[config.mk]
export PLATFORM = sky130hd
export DESIGN_NAME = bcd_mod_counter_flat
export DESIGN_NICKNAME = d
export VERILOG_FILES = /design/src/rtl/bcd_mod_counter_if.sv /design/src/rtl/bcd_mod_counter.sv /design/src/flat_wrapper.sv
export SDC_FILE = /design/constraint.sdc
export NUM_CORES = 1
export LEC_CHECK = 0
export CAP_MARGIN = 20
export CORE_MARGIN = 8
export CORE_UTILIZATION = 47
export DETAILED_ROUTE_END_ITERATION = 10
export MAX_ROUTING_LAYER = met4
export PLACE_DENSITY = 0.78
export SLEW_MARGIN = 25
export SYNTH_ARGS = -nofsm -noshare
export SYNTH_HDL_FRONTEND = slang
export SYNTH_SLANG_ARGS = --single-unit
[constraint.sdc]
create_clock -name clk -period 2.6 [get_ports clk]
set_clock_uncertainty 0.15 [all_clocks]
set_input_delay 0.26 -clock clk [delete_from_list [all_inputs] [get_ports clk]]
set_output_delay 0.26 -clock clk [all_outputs]
set_load 0.01 [all_outputs]
[src/rtl/bcd_mod_counter_if.sv]
// Bus bundle for bcd_mod_counter: control inputs, preset value and count/status outputs.
interface bcd_mod_counter_if #(
    parameter int DIGITS = 2
);
    logic                  en_sig;
    logic                  up_dn;
    logic                  load;
    logic [4*DIGITS-1:0]   load_bcd;
    logic [4*DIGITS-1:0]   cnt_bcd;
    logic                  carry_out;
    logic                  load_err;

    modport master (
        output en_sig, up_dn, load, load_bcd,
        input  cnt_bcd, carry_out, load_err
    );

    modport slave (
        input  en_sig, up_dn, load, load_bcd,
        output cnt_bcd, carry_out, load_err
    );
endinterface

[src/rtl/bcd_mod_counter.sv]
// Multi-digit packed-BCD modulo counter (0..MOD_VAL-1), up/down, with checked
// synchronous preset and a combinational terminal-count output for cascading.
module bcd_mod_counter #(
    parameter int DIGITS  = 2,
    parameter int MOD_VAL = 60,
    parameter int RST_VAL = 0
) (
    input  logic               clk,
    input  logic               rst,
    bcd_mod_counter_if.slave   bus
);
    localparam int W = 4 * DIGITS;

    // Decimal to packed BCD, used only on constants at elaboration time.
    function automatic logic [W-1:0] to_bcd(input int unsigned value);
        logic [W-1:0] r;
        int unsigned  v;
        r = '0;
        v = value;
        for (int i = 0; i < DIGITS; i++) begin
            r[4*i +: 4] = 4'(v % 32'd10);
            v = v / 32'd10;
        end
        return r;
    endfunction

    // True when every nibble is a decimal digit.
    function automatic logic digits_ok(input logic [W-1:0] v);
        logic ok;
        ok = 1'b1;
        for (int i = 0; i < DIGITS; i++) begin
            ok = ok & (v[4*i +: 4] <= 4'd9);
        end
        return ok;
    endfunction

    // Digit-wise BCD increment with ripple carry.
    function automatic logic [W-1:0] bcd_inc(input logic [W-1:0] v);
        logic [W-1:0] r;
        logic         c;
        r = v;
        c = 1'b1;
        for (int i = 0; i < DIGITS; i++) begin
            if (c) begin
                if (r[4*i +: 4] == 4'd9) begin
                    r[4*i +: 4] = 4'd0;
                end else begin
                    r[4*i +: 4] = r[4*i +: 4] + 4'd1;
                    c = 1'b0;
                end
            end
        end
        return r;
    endfunction

    // Digit-wise BCD decrement with ripple borrow.
    function automatic logic [W-1:0] bcd_dec(input logic [W-1:0] v);
        logic [W-1:0] r;
        logic         b;
        r = v;
        b = 1'b1;
        for (int i = 0; i < DIGITS; i++) begin
            if (b) begin
                if (r[4*i +: 4] == 4'd0) begin
                    r[4*i +: 4] = 4'd9;
                end else begin
                    r[4*i +: 4] = r[4*i +: 4] - 4'd1;
                    b = 1'b0;
                end
            end
        end
        return r;
    endfunction

    // Terminal patterns fixed at elaboration.
    localparam logic [W-1:0] MAX_BCD  = to_bcd(32'(MOD_VAL - 1));
    localparam logic [W-1:0] RST_BCD  = to_bcd(32'(RST_VAL));
    localparam logic [W-1:0] ZERO_BCD = '0;

    logic [W-1:0] cnt_r;
    logic         err_r;
    logic [W-1:0] step_s;
    logic [W-1:0] next_cnt_s;
    logic         next_err_s;
    logic         cnt_zero_s;
    logic         cnt_max_s;
    logic         cnt_legal_s;
    logic         load_ok_s;

    // Status decode. With all nibbles valid, packed-BCD order equals decimal
    // order, so a plain unsigned compare against MAX_BCD gives "value < MOD_VAL".
    always_comb begin
        cnt_zero_s  = (cnt_r == ZERO_BCD);
        cnt_max_s   = (cnt_r == MAX_BCD);
        cnt_legal_s = digits_ok(cnt_r) & (cnt_r <= MAX_BCD);
        load_ok_s   = digits_ok(bus.load_bcd) & (bus.load_bcd <= MAX_BCD);
    end

    // Value the counter would take on a step; an illegal state always recovers to 0.
    always_comb begin
        step_s = ZERO_BCD;
        if (!cnt_legal_s) begin
            step_s = ZERO_BCD;
        end else if (bus.up_dn) begin
            if (cnt_max_s) begin
                step_s = ZERO_BCD;
            end else begin
                step_s = bcd_inc(cnt_r);
            end
        end else begin
            if (cnt_zero_s) begin
                step_s = MAX_BCD;
            end else begin
                step_s = bcd_dec(cnt_r);
            end
        end
    end

    // Next-state selection: load beats step beats hold; a rejected load blocks the step.
    always_comb begin
        next_cnt_s = cnt_r;
        next_err_s = 1'b0;
        if (bus.load) begin
            if (load_ok_s) begin
                next_cnt_s = bus.load_bcd;
                next_err_s = 1'b0;
            end else begin
                next_cnt_s = cnt_r;
                next_err_s = 1'b1;
            end
        end else if (bus.en_sig) begin
            next_cnt_s = step_s;
            next_err_s = 1'b0;
        end else begin
            next_cnt_s = cnt_r;
            next_err_s = 1'b0;
        end
    end

    // Count and error-flag registers.
    always_ff @(posedge clk or posedge rst) begin
        if (rst) begin
            cnt_r <= RST_BCD;
            err_r <= 1'b0;
        end else begin
            cnt_r <= next_cnt_s;
            err_r <= next_err_s;
        end
    end

    assign bus.cnt_bcd   = cnt_r;
    assign bus.load_err  = err_r;
    // Mealy terminal count: high in the cycle before a wrap so the next stage steps on the same edge.
    assign bus.carry_out = bus.en_sig & ~bus.load &
                           ((bus.up_dn & cnt_max_s) | (~bus.up_dn & cnt_zero_s));
endmodule

[src/flat_wrapper.sv]
// flat-port wrapper written by rule: the top's interface ports become plain ports
module bcd_mod_counter_flat 
#(
    parameter int DIGITS  = 2,
    parameter int MOD_VAL = 60,
    parameter int RST_VAL = 0
)
  (clk, rst, bus_en_sig, bus_up_dn, bus_load, bus_load_bcd, bus_cnt_bcd, bus_carry_out, bus_load_err);
  bcd_mod_counter_if #(.DIGITS(DIGITS)) bus_i ();
  input  logic clk;
  input  logic rst;
  input wire logic [$bits(bus_i.en_sig)-1:0] bus_en_sig;
  input wire logic [$bits(bus_i.up_dn)-1:0] bus_up_dn;
  input wire logic [$bits(bus_i.load)-1:0] bus_load;
  input wire logic [$bits(bus_i.load_bcd)-1:0] bus_load_bcd;
  output wire logic [$bits(bus_i.cnt_bcd)-1:0] bus_cnt_bcd;
  output wire logic [$bits(bus_i.carry_out)-1:0] bus_carry_out;
  output wire logic [$bits(bus_i.load_err)-1:0] bus_load_err;
  assign bus_i.en_sig = bus_en_sig;
  assign bus_i.up_dn = bus_up_dn;
  assign bus_i.load = bus_load;
  assign bus_i.load_bcd = bus_load_bcd;
  assign bus_cnt_bcd = bus_i.cnt_bcd;
  assign bus_carry_out = bus_i.carry_out;
  assign bus_load_err = bus_i.load_err;
  bcd_mod_counter #(.DIGITS(DIGITS), .MOD_VAL(MOD_VAL), .RST_VAL(RST_VAL)) u_core (.clk(clk), .rst(rst), .bus(bus_i));
endmodule
==> results of run 1 <==
[metal layers]
layer  vias to the layer above  wire length (microns)  track usage [%]
met3                         2                    109             4.13
li1                        434                      -                -
met5                         -                      0                -
met2                        25                   1160             24.1
met1                       420                    955             15.9
met4                         0                      6             2.10
[cell type report]
cell class                      count  area [sq um]
Timing Repair Buffer               30           280
Multi-Input combinational cell     83           568
Fill cell                         154           569
Sequential cell                     9           225
Clock buffer                        4          26.3
Inverter                            2          7.51
Tap cell                           25          31.3
[worst max-delay path, cell delays in order, from the launching register on]
cell and delay [ps]:
dfrtp_1 490, nor4_2 420, nand4b_1 140, a21oi_1 160, clkdlybuf4s50_1 550
[placed cells by master, fill, tap and decap left out, types with 3 or more instances in the layout]
| cell | netlist | final |
|---|---|---|
| nor2_1 | 6 | 6 |
| o21ai_0 | 7 | 7 |
| nand2b_1 | 4 | 4 |
| clkbuf_4 | 0 | 3 |
| nor3_1 | 4 | 3 |
| dfrtp_1 | 9 | 9 |
| buf_4 | 1 | 8 |
| clkdlybuf4s50_1 | 0 | 22 |
| o21ai_1 | 5 | 5 |
| nand3_1 | 8 | 8 |
| a21oi_1 | 5 | 5 |
| nor2b_1 | 3 | 3 |
| nand2_1 | 5 | 5 |
[timing repair]
item / 4_1_cts / 5_1_grt
pin swaps: 0 / 0
setup endpoints to repair: 1 / 1
resized for setup: 1 / 1
[logic make-up after synthesis]
family,after synthesis,share of synthesized area [%]
flops,9,26.8
xor+xnor,2,2.08
simple gates,44,31.4
buf+inv,12,6.99
mux,4,5.65
compound gates,33,27.1
[stage by stage]
step	instances	util [%]	hold WS, ps	total power, mW
after global placement	149	64.5	396	0.801
after global routing	153	66.7	142	0.999
after floorplan	104	-	-62.1	0.614
after CTS	153	66.4	128	0.927
final	153	66.7	115	0.922
after detailed placement	149	64.5	407	0.808
[power by group]
part	internal (mW)	switching [mW]
registers	0.181	0.0780
logic	0.294	0.263
clock network	0.0590	0.0467
[worst max-delay path by stage]
stage | depth (start not counted) | endpoint | slack (ps) | start
after floorplan | 5 | u_core.bus.cnt_bcd[4] | 570 | u_core.bus.cnt_bcd[7]
after CTS | 5 | bus_carry_out | 140 | u_core.bus.cnt_bcd[3]
after global placement | 4 | bus_carry_out | 330 | u_core.bus.cnt_bcd[1]
after detailed placement | 4 | bus_carry_out | 270 | u_core.bus.cnt_bcd[1]
after global routing | 4 | bus_carry_out | 20 | u_core.bus.cnt_bcd[1]
final | 4 | bus_carry_out | 170 | u_core.bus.cnt_bcd[1]
[registers in the layout (all words and copies together) (netlist names)]
name / flops
u_core.bus.cnt_bcd: 8
u_core.bus.load_err: 1
==> flow_summary.toml, run 1 <==
[status]
status = "complete, no violations"

[drt]
first_pass_iters = 5
routed-via-count = 881
vias_per_cell = 5.76
post_drt_wl_per_cell_microns = 14.6
drt-total-wl_microns = 2240
drtIter0Drc = 26
drtAntennaViolNets = 0
drc = 0

[sta]
rsz0062_at_grt = "false"
setup_tns_ps = 0
worst_pin_slew_ps = 393
relSlewSlack_pct = 73.7
finalWorstSetupSlack_ps = 167
period_share_pct = 93.6
maxClockFrequency_ghz = 0.411
drv_slew = 0
hold_viol_final = 0
min_period_ps = 2430
finalSetupViolations = 0

[power]
peakVddDrop_v = 0.000460
p_per_area_mw_per_mm2 = 810
cellLeakagePower_nw = 0.452

[logic_synthesis]
async_reset_ff_share_pct = 100
yosys.area.top_type = "dfrtp_1"
ys_seq_elements = 9
ys_seq_area_share_pct = 26.8
synthCells = 104
yosysTopAreaCellShare_pct = 26.8
synth_common_cells = "dfrtp_1 (9), nand3_1 (8), o21ai_0 (7)"
synth_edf_count = 0
syn-num-nets = 117
yosysWarningCount = 0
synth_area_sq_um = 841
ys_types = 47
synth.area.top_cells = "dfrtp_1 (27%), nand3_1 (4.8%), o21ai_0 (4.2%)"
synthMostInstantiatedCell = "dfrtp_1"
synth.avg_cell_area_sq_um = 8.08
synthFlopType = "dfrtp_1"

[floorplanning]
placementRows = 15
coreArea_sq_mm = 0.00171
ios = 23
initial_core_util_pct = 49.2
die_w_microns = 58.3
die_height_microns = 58.3
die-area_sq_mm = 0.00340

[critical_path]
startpoint_type = "register"
r2r-end = "u_core.bus.cnt_bcd[4]"
worstSetupEndpointType = "output pin"
reg2reg_slack_ps = 400
worstPathMaxFanout = 10
worstRegToRegCells = 5
r2r_start = "u_core.bus.cnt_bcd[1]"
criticalPathCategory = "reg -> out"
critPathRequiredTime_ps = 2190
crit_arrival_ps = 2020

[placed_design]
place_area_sq_mm = 0.00110
portBuffers = 22
place_ws_ps = 272
dpl.hpwl_microns = 1710
gp_congestion = 0.823

[clock_tree]
tritoncts = "built"
clk_latency_ps = 260
cts_root_buf = "clkbuf_4"
holdBufCountCts = 0
clockBufferDepth = 2
cts_buffers = 3
cts_setup_buffers = 0
path_clk_slew_ps = 60
clock_sinks = 9
htreeDepth = 1

[cells_and_area]
layout-drive-gt1-share_pct = 16.4
nNetsFinal = 142
synthToLayoutAreaGrowth_pct = 35.4
stdcell_area_sq_mm = 0.00114
insertedDiodeCount = 0

[global_routing]
grt_usage_pct = 14.0
grt_pass1_vias = 824
overflow = 0
grt_antenna_before_repair = 0
grt_pass1_wl_microns = 3700
grt_max_degree = 15

[flow_run]
maxCapViolCount = 0

[min_path]
worstHoldPathType = "in -> async"
Power figures use the tool's default switching activity.
==> inputs of run 2 (changes only) <==
--- a/config.mk
+++ b/config.mk
@@ -11,6 +11,7 @@
 export DETAILED_ROUTE_END_ITERATION = 10
 export MAX_ROUTING_LAYER = met4
 export PLACE_DENSITY = 0.78
+export SKIP_LAST_GASP = 1
 export SLEW_MARGIN = 25
 export SYNTH_ARGS = -nofsm -noshare
 export SYNTH_HDL_FRONTEND = slang
==> results of run 2 <==
Final layout, timing and power as in run 1 (identical DEF).
==> variant 1 (config.mk and constraints of run 2) <==
`DIGITS` is set to 2 in 3 places; all go to 4.
--- a/src/rtl/bcd_mod_counter_if.sv
+++ b/src/rtl/bcd_mod_counter_if.sv
@@ -1,6 +1,6 @@
 // Bus bundle for bcd_mod_counter: control inputs, preset value and count/status outputs.
 interface bcd_mod_counter_if #(
-    parameter int DIGITS = 2
+    parameter int DIGITS = 4
 );
     logic                  en_sig;
     logic                  up_dn;
--- a/src/rtl/bcd_mod_counter.sv
+++ b/src/rtl/bcd_mod_counter.sv
@@ -1,7 +1,7 @@
 // Multi-digit packed-BCD modulo counter (0..MOD_VAL-1), up/down, with checked
 // synchronous preset and a combinational terminal-count output for cascading.
 module bcd_mod_counter #(
-    parameter int DIGITS  = 2,
+    parameter int DIGITS  = 4,
     parameter int MOD_VAL = 60,
     parameter int RST_VAL = 0
 ) (
--- a/src/flat_wrapper.sv
+++ b/src/flat_wrapper.sv
@@ -1,7 +1,7 @@
 // flat-port wrapper written by rule: the top's interface ports become plain ports
 module bcd_mod_counter_flat 
 #(
-    parameter int DIGITS  = 2,
+    parameter int DIGITS  = 4,
     parameter int MOD_VAL = 60,
     parameter int RST_VAL = 0
 )
Interface: changed (resized bus_cnt_bcd and bus_load_bcd); port bits go from 23 to 39. The function was not compared with the original's and may differ.
==> variant 1 against run 2 <==
Via count grew 22%; routed wire length grew 36%; sequential power grew 29%; area after synthesis grew 27%; sequential cell count grew 8; worst setup slack lost 0.043 ns; cell area grew 38%; cell count grew 27%; total power grew 3.5%; critical endpoint unchanged; largest power group unchanged.
==> variant 1: results (changes against run 2) <==
[outcome]
status = finished clean

[worst_setup_path]
reg2regPathDepth = 6  ; +1
crit_start = u_core.bus.cnt_bcd[1]
r2r-end = u_core.bus.cnt_bcd[5]
r2r_slack_ns = 0.47  ; +0.07 ns
arrival_ns = 2.07  ; +0.05 ns
path_max_fanout = 3  ; -7
cpPeakStageDelay_ns = 0.53  ; -0.02 ns
rr_startpoint = u_core.bus.cnt_bcd[8]
critPathSlowestCell = or4_4

[synth]
postSynthAreaPerCell_um2 = 8.88  ; +9.9%
yosysSeqAreaShare = 0.399  ; +0.131
syn-num-nets = 141  ; +21%
yosys-top-cells-count = dfrtp_1, and2_1, nand2_1, o21ai_0, a21oi_1
synth-main-ff-cell = dfrtp_1
synth_cell_type_count = 43  ; -8.5%
yosys-top-cells-area = dfrtp_1, and2_1, o21ai_0, a21oi_1, nand2_1

[global_route]
grtUsageTotal = 0.155  ; +0.0149
grtUsageMet3 = 0.0265  ; -0.0148
met1_usage = 0.168  ; +0.00917
grt_pass1_wl_um = 5070  ; +37%
first_global_vias = 1111  ; +35%
grt_max_degree = 18  ; +3
met2_usage = 0.270  ; +0.0290

[clock_tree]
cts.clk_slew.worst_paths_ns = 0.11  ; +0.05 ns
cts_root_buf = clkbuf_4
cts_buffers = 3  ; unchanged
clkLatencyLatePin_ns = 0.29  ; +0.03 ns

[power]
switchingPower_w = 0.000354  ; -8.9%
powerDensity_nw_per_um2 = 609  ; -25%
peakVddDrop_uv = 427  ; -7.3%
seq_cell_power_w = 0.000334  ; +29%
power_leakage_nw = 0.658  ; +46%
power_frac_comb = 0.495  ; -0.109

[sta]
max_slew.worst_pin.slew_ns = 0.679  ; +0.286 ns
period_minus_slack_ns = 2.48  ; +0.0425 ns
holdWs_ns = 0.199  ; +0.0838 ns

[finish]
largest_register_ffs = 16  ; +8
drive_gt1_frac = 0.114  ; -0.0503
fin_cells = 195  ; +27%

[detailed_routing]
wl_met1_um = 1280  ; +34%
dr_wl_met3_um = 120  ; +10%
met2_length_um = 1600  ; +37%
routed_wl_um = 3050  ; +36%
avgViaCountPerCell = 5.53  ; -3.9%
dr.pass1.iters = 4  ; -1
dr.max_layer_used = met4
first_iter_violations = 37  ; +42%

[placed_design]
dp_cells = 191  ; +28%
dpl_cell_area_um2 = 1530  ; +39%
dpl.hpwl_um = 2380  ; +39%
gp_congestion = 0.816  ; -0.91%
io_buffers = 38  ; +73%
place_ws_ns = -0.0493  ; -0.321 ns

variant 1: changes by cell type after synthesis, sizes merged, moves of 3 or more:
cell    change
a211oi      +3
and2        +8
clkbuf      -4
dfrtp       +8
inv         +4
mux2        -3
nand2       +4
nand3       -5
nor3        -3
nor4        +3
o21ai       -4
variant 1: cell type report:
class	count	area, µm²
clock buffers	3	22.5
clock inverters	1	7.51
fillers	184	603
inverters	6	22.5
multi-input cells	91	592
flip-flops and latches	17	425
well taps	28	35.0
repair buffers	49	462
variant 1: timing repair:
action,4_1_cts,5_1_grt
resized for setup,1,1
pin swaps,0,0
setup endpoints to repair,1,1
variant 1: logic make-up after synthesis:
| kind of cell | after synthesis | share of synthesized area |
|---|---|---|
| and+or+nand+nor | 49 | 0.276 |
| AOI/OAI and AO/OA | 37 | 0.230 |
| buffers and inverters | 12 | 0.0516 |
| DFF | 17 | 0.399 |
| xor gates and xnor gates | 3 | 0.0247 |
| muxes | 2 | 0.0188 |
==> variant 2 (settings of run 2) <==
Made on the original files. Reset style: synchronous (`rst`), changed in one clocked block.
--- a/src/rtl/bcd_mod_counter.sv
+++ b/src/rtl/bcd_mod_counter.sv
@@ -138,7 +138,7 @@
     end
 
     // Count and error-flag registers.
-    always_ff @(posedge clk or posedge rst) begin
+    always_ff @(posedge clk) begin
         if (rst) begin
             cnt_r <= RST_BCD;
             err_r <= 1'b0;
Function: differs if rst is asserted again (counterexample within 4 cycles, from zero or initial values and one cycle with rst high); with rst held inactive, the same outputs for 10 cycles.
==> variant 2 against run 2 <==
Count of clock-buffer cells in the layout did not move; sequential cell count did not move; area after synthesis shrank 8.8%; core utilization increased by 2.2 points; cell area down 7.8%; routed wire length shrank 5.2%; maximum frequency fell by 2.1%; worst setup slack got worse by 0.052 ns; hold slack better by 0.32 ns; synthesized cell count is 5.8% lower; non-clock buffer count increased by 1; register-to-register slack improved by 0.26 ns; critical path type unchanged.
Power is not compared: it rests on default switching activity, and its combinational part moved more than twofold at a synthesized area within 25%.
==> variant 2: results (changes against run 2) <==
[placed_design]
io_buffers = 22  ; unchanged
dp_cells = 134  ; -10%
gp_congestion = 0.884  ; +7.3%
dpl.hpwl_um = 1600  ; -6.0%

[global_route]
grtUsageTotal = 0.138  ; -0.00215
grt_max_degree = 18  ; +3
first_global_vias = 780  ; -5.3%
grt_pass1_wl_um = 3690  ; -0.19%

[detailed_routing]
first_iter_violations = 37  ; +42%
drcViolationCount = 0  ; unchanged
dr.pass1.iters = 4  ; -1
routedWlPerCell_um = 15.4  ; +5.1%
vias = 844  ; -4.2%

[sta]
max_slew.worst_pin.slew_ns = 0.522  ; +0.129 ns

[finish]
num-fill-cells = 123  ; -20%
drive_gt1_frac = 0.148  ; -0.0165
diodes = 0  ; unchanged
fin_cells = 138  ; -9.8%

[clock_tree]
cts_setup_buffers = 0  ; unchanged
clkLatencyLatePin_ns = 0.26  ; about the same
cts_buffers = 3  ; unchanged
h-tree-depth = 1  ; unchanged
cts.clk_slew.worst_paths_ns = 0.06  ; about the same

[worst_setup_path]
r2r_slack_ns = 0.66  ; +0.26 ns
arrival_ns = 2.08  ; +0.06 ns
path_max_fanout = 9  ; -1
rr_startpoint = u_core.bus.cnt_bcd[2]
reg2regPathDepth = 4  ; -1
r2r-end = u_core.bus.cnt_bcd[1]

[synth]
yosysSeqAreaShare = 0.235  ; -0.0329
postSynthAreaPerCell_um2 = 7.83  ; -3.2%
yosys-top-cells-area = dfxtp_1, a211oi_1, a21oi_1, xnor2_1, nor2_1
yosysWarnings = 0  ; unchanged
synth-main-ff-cell = dfxtp_1
synth_async_sr_flop_share = 0  ; -1.00
synth_cell_type_count = 44  ; -6.4%
yosys-top-cells-count = dfxtp_1, a21oi_1, nor2_1, a211oi_1
syn-num-nets = 111  ; -5.1%

[min_path]
holdCritPathClass = reg -> reg
worstHoldEndpoint = u_core.bus.cnt_bcd[0]
hp-start = u_core.bus.cnt_bcd[0]

[outcome]
status = finished clean

-- variant 2: changes by cell type in the layout (fill, tap and decap cells not counted), sizes merged, moves of 4 or more --
cell	change
dfxtp	+9
a211oi	+5
nor2b	-4
nand3	-7
dfrtp	-9
o21ai	-9
-- variant 2: how the worst max path moves through the flow --
| stage | from | end | slack [ns] |
|---|---|---|---|
| 6_report | u_core.bus.cnt_bcd[6] | bus_carry_out | 0.11 |
| 3_5_place_dp | bus_up_dn | bus_carry_out | 0.12 |
| 3_3_place_gp | bus_up_dn | bus_carry_out | 0.11 |
| 5_1_grt | u_core.bus.cnt_bcd[6] | bus_carry_out | 0.03 |
| 4_1_cts | u_core.bus.cnt_bcd[6] | bus_carry_out | 0.02 |
| 2_1_floorplan | u_core.bus.cnt_bcd[5] | bus_carry_out | 0.54 |
-- variant 2: routing by layer --
| layer | global-route usage | routed length (µm) | vias to the layer above |
|---|---|---|---|
| met5 | - | 0 | - |
| met3 | 0.0247 | 110 | 2 |
| met2 | 0.212 | 942 | 29 |
| met1 | 0.181 | 1050 | 392 |
| li1 | - | - | 421 |
| met4 | 0.0309 | 19 | 0 |
-- variant 2: logic make-up (layout without fill, tap and decap cells) --
logic type | count (synthesis) | in the layout | share of synthesized area
AOI/OAI and AO/OA | 36 | 36 | 0.344
and+or+nand+nor | 32 | 32 | 0.246
buffers and inverters | 14 | 38 | 0.0930
DFF | 9 | 9 | 0.235
xor gates and xnor gates | 6 | 6 | 0.0685
muxes | 1 | 1 | 0.0131
-- variant 2: critical path: stages, from the launching register on --
cell             delay [ns]
dfxtp_2                0.37
nor4_2                 0.31
nand2_1                0.09
a2111oi_1              0.42
clkdlybuf4s50_1        0.61
-- variant 2: cell type report --
type,count,share of cell area
Inverter,3,0.0107
Multi-Input combinational cell,75,0.498
Timing Repair Buffer,31,0.274
Clock buffer,4,0.0250
Sequential cell,9,0.173
Tap cell,16,0.0191
-- variant 2: where the power goes --
part / internal (W) / switching [W] / total [W]
clock: 0.0000594 / 0.0000529 / 0.000112
sequential: 0.000149 / 0.0000198 / 0.000169
combinational: 0.0000964 / 0.0000789 / 0.000175
total: 0.000305 / 0.000152 / 0.000456
-- variant 2: metrics by stage --
step                      utilization  hold slack [ns]  instance area (µm²)  setup WS (ns)
final                           0.689            0.431                 1050          0.114
after global routing            0.689            0.472                 1050         0.0266
after CTS                       0.687            0.436                 1050         0.0223
after detailed placement        0.666            0.419                 1010          0.124
after global placement          0.666            0.390                 1010          0.113
after floorplan                     -            0.277                  767          0.537
-- variant 2: timing repair --
item | 4_1_cts | 5_1_grt
cloned | 0 | 0
setup endpoints to repair | 1 | 1
resized for setup | 1 | 2
hold buffers | 0 | 0
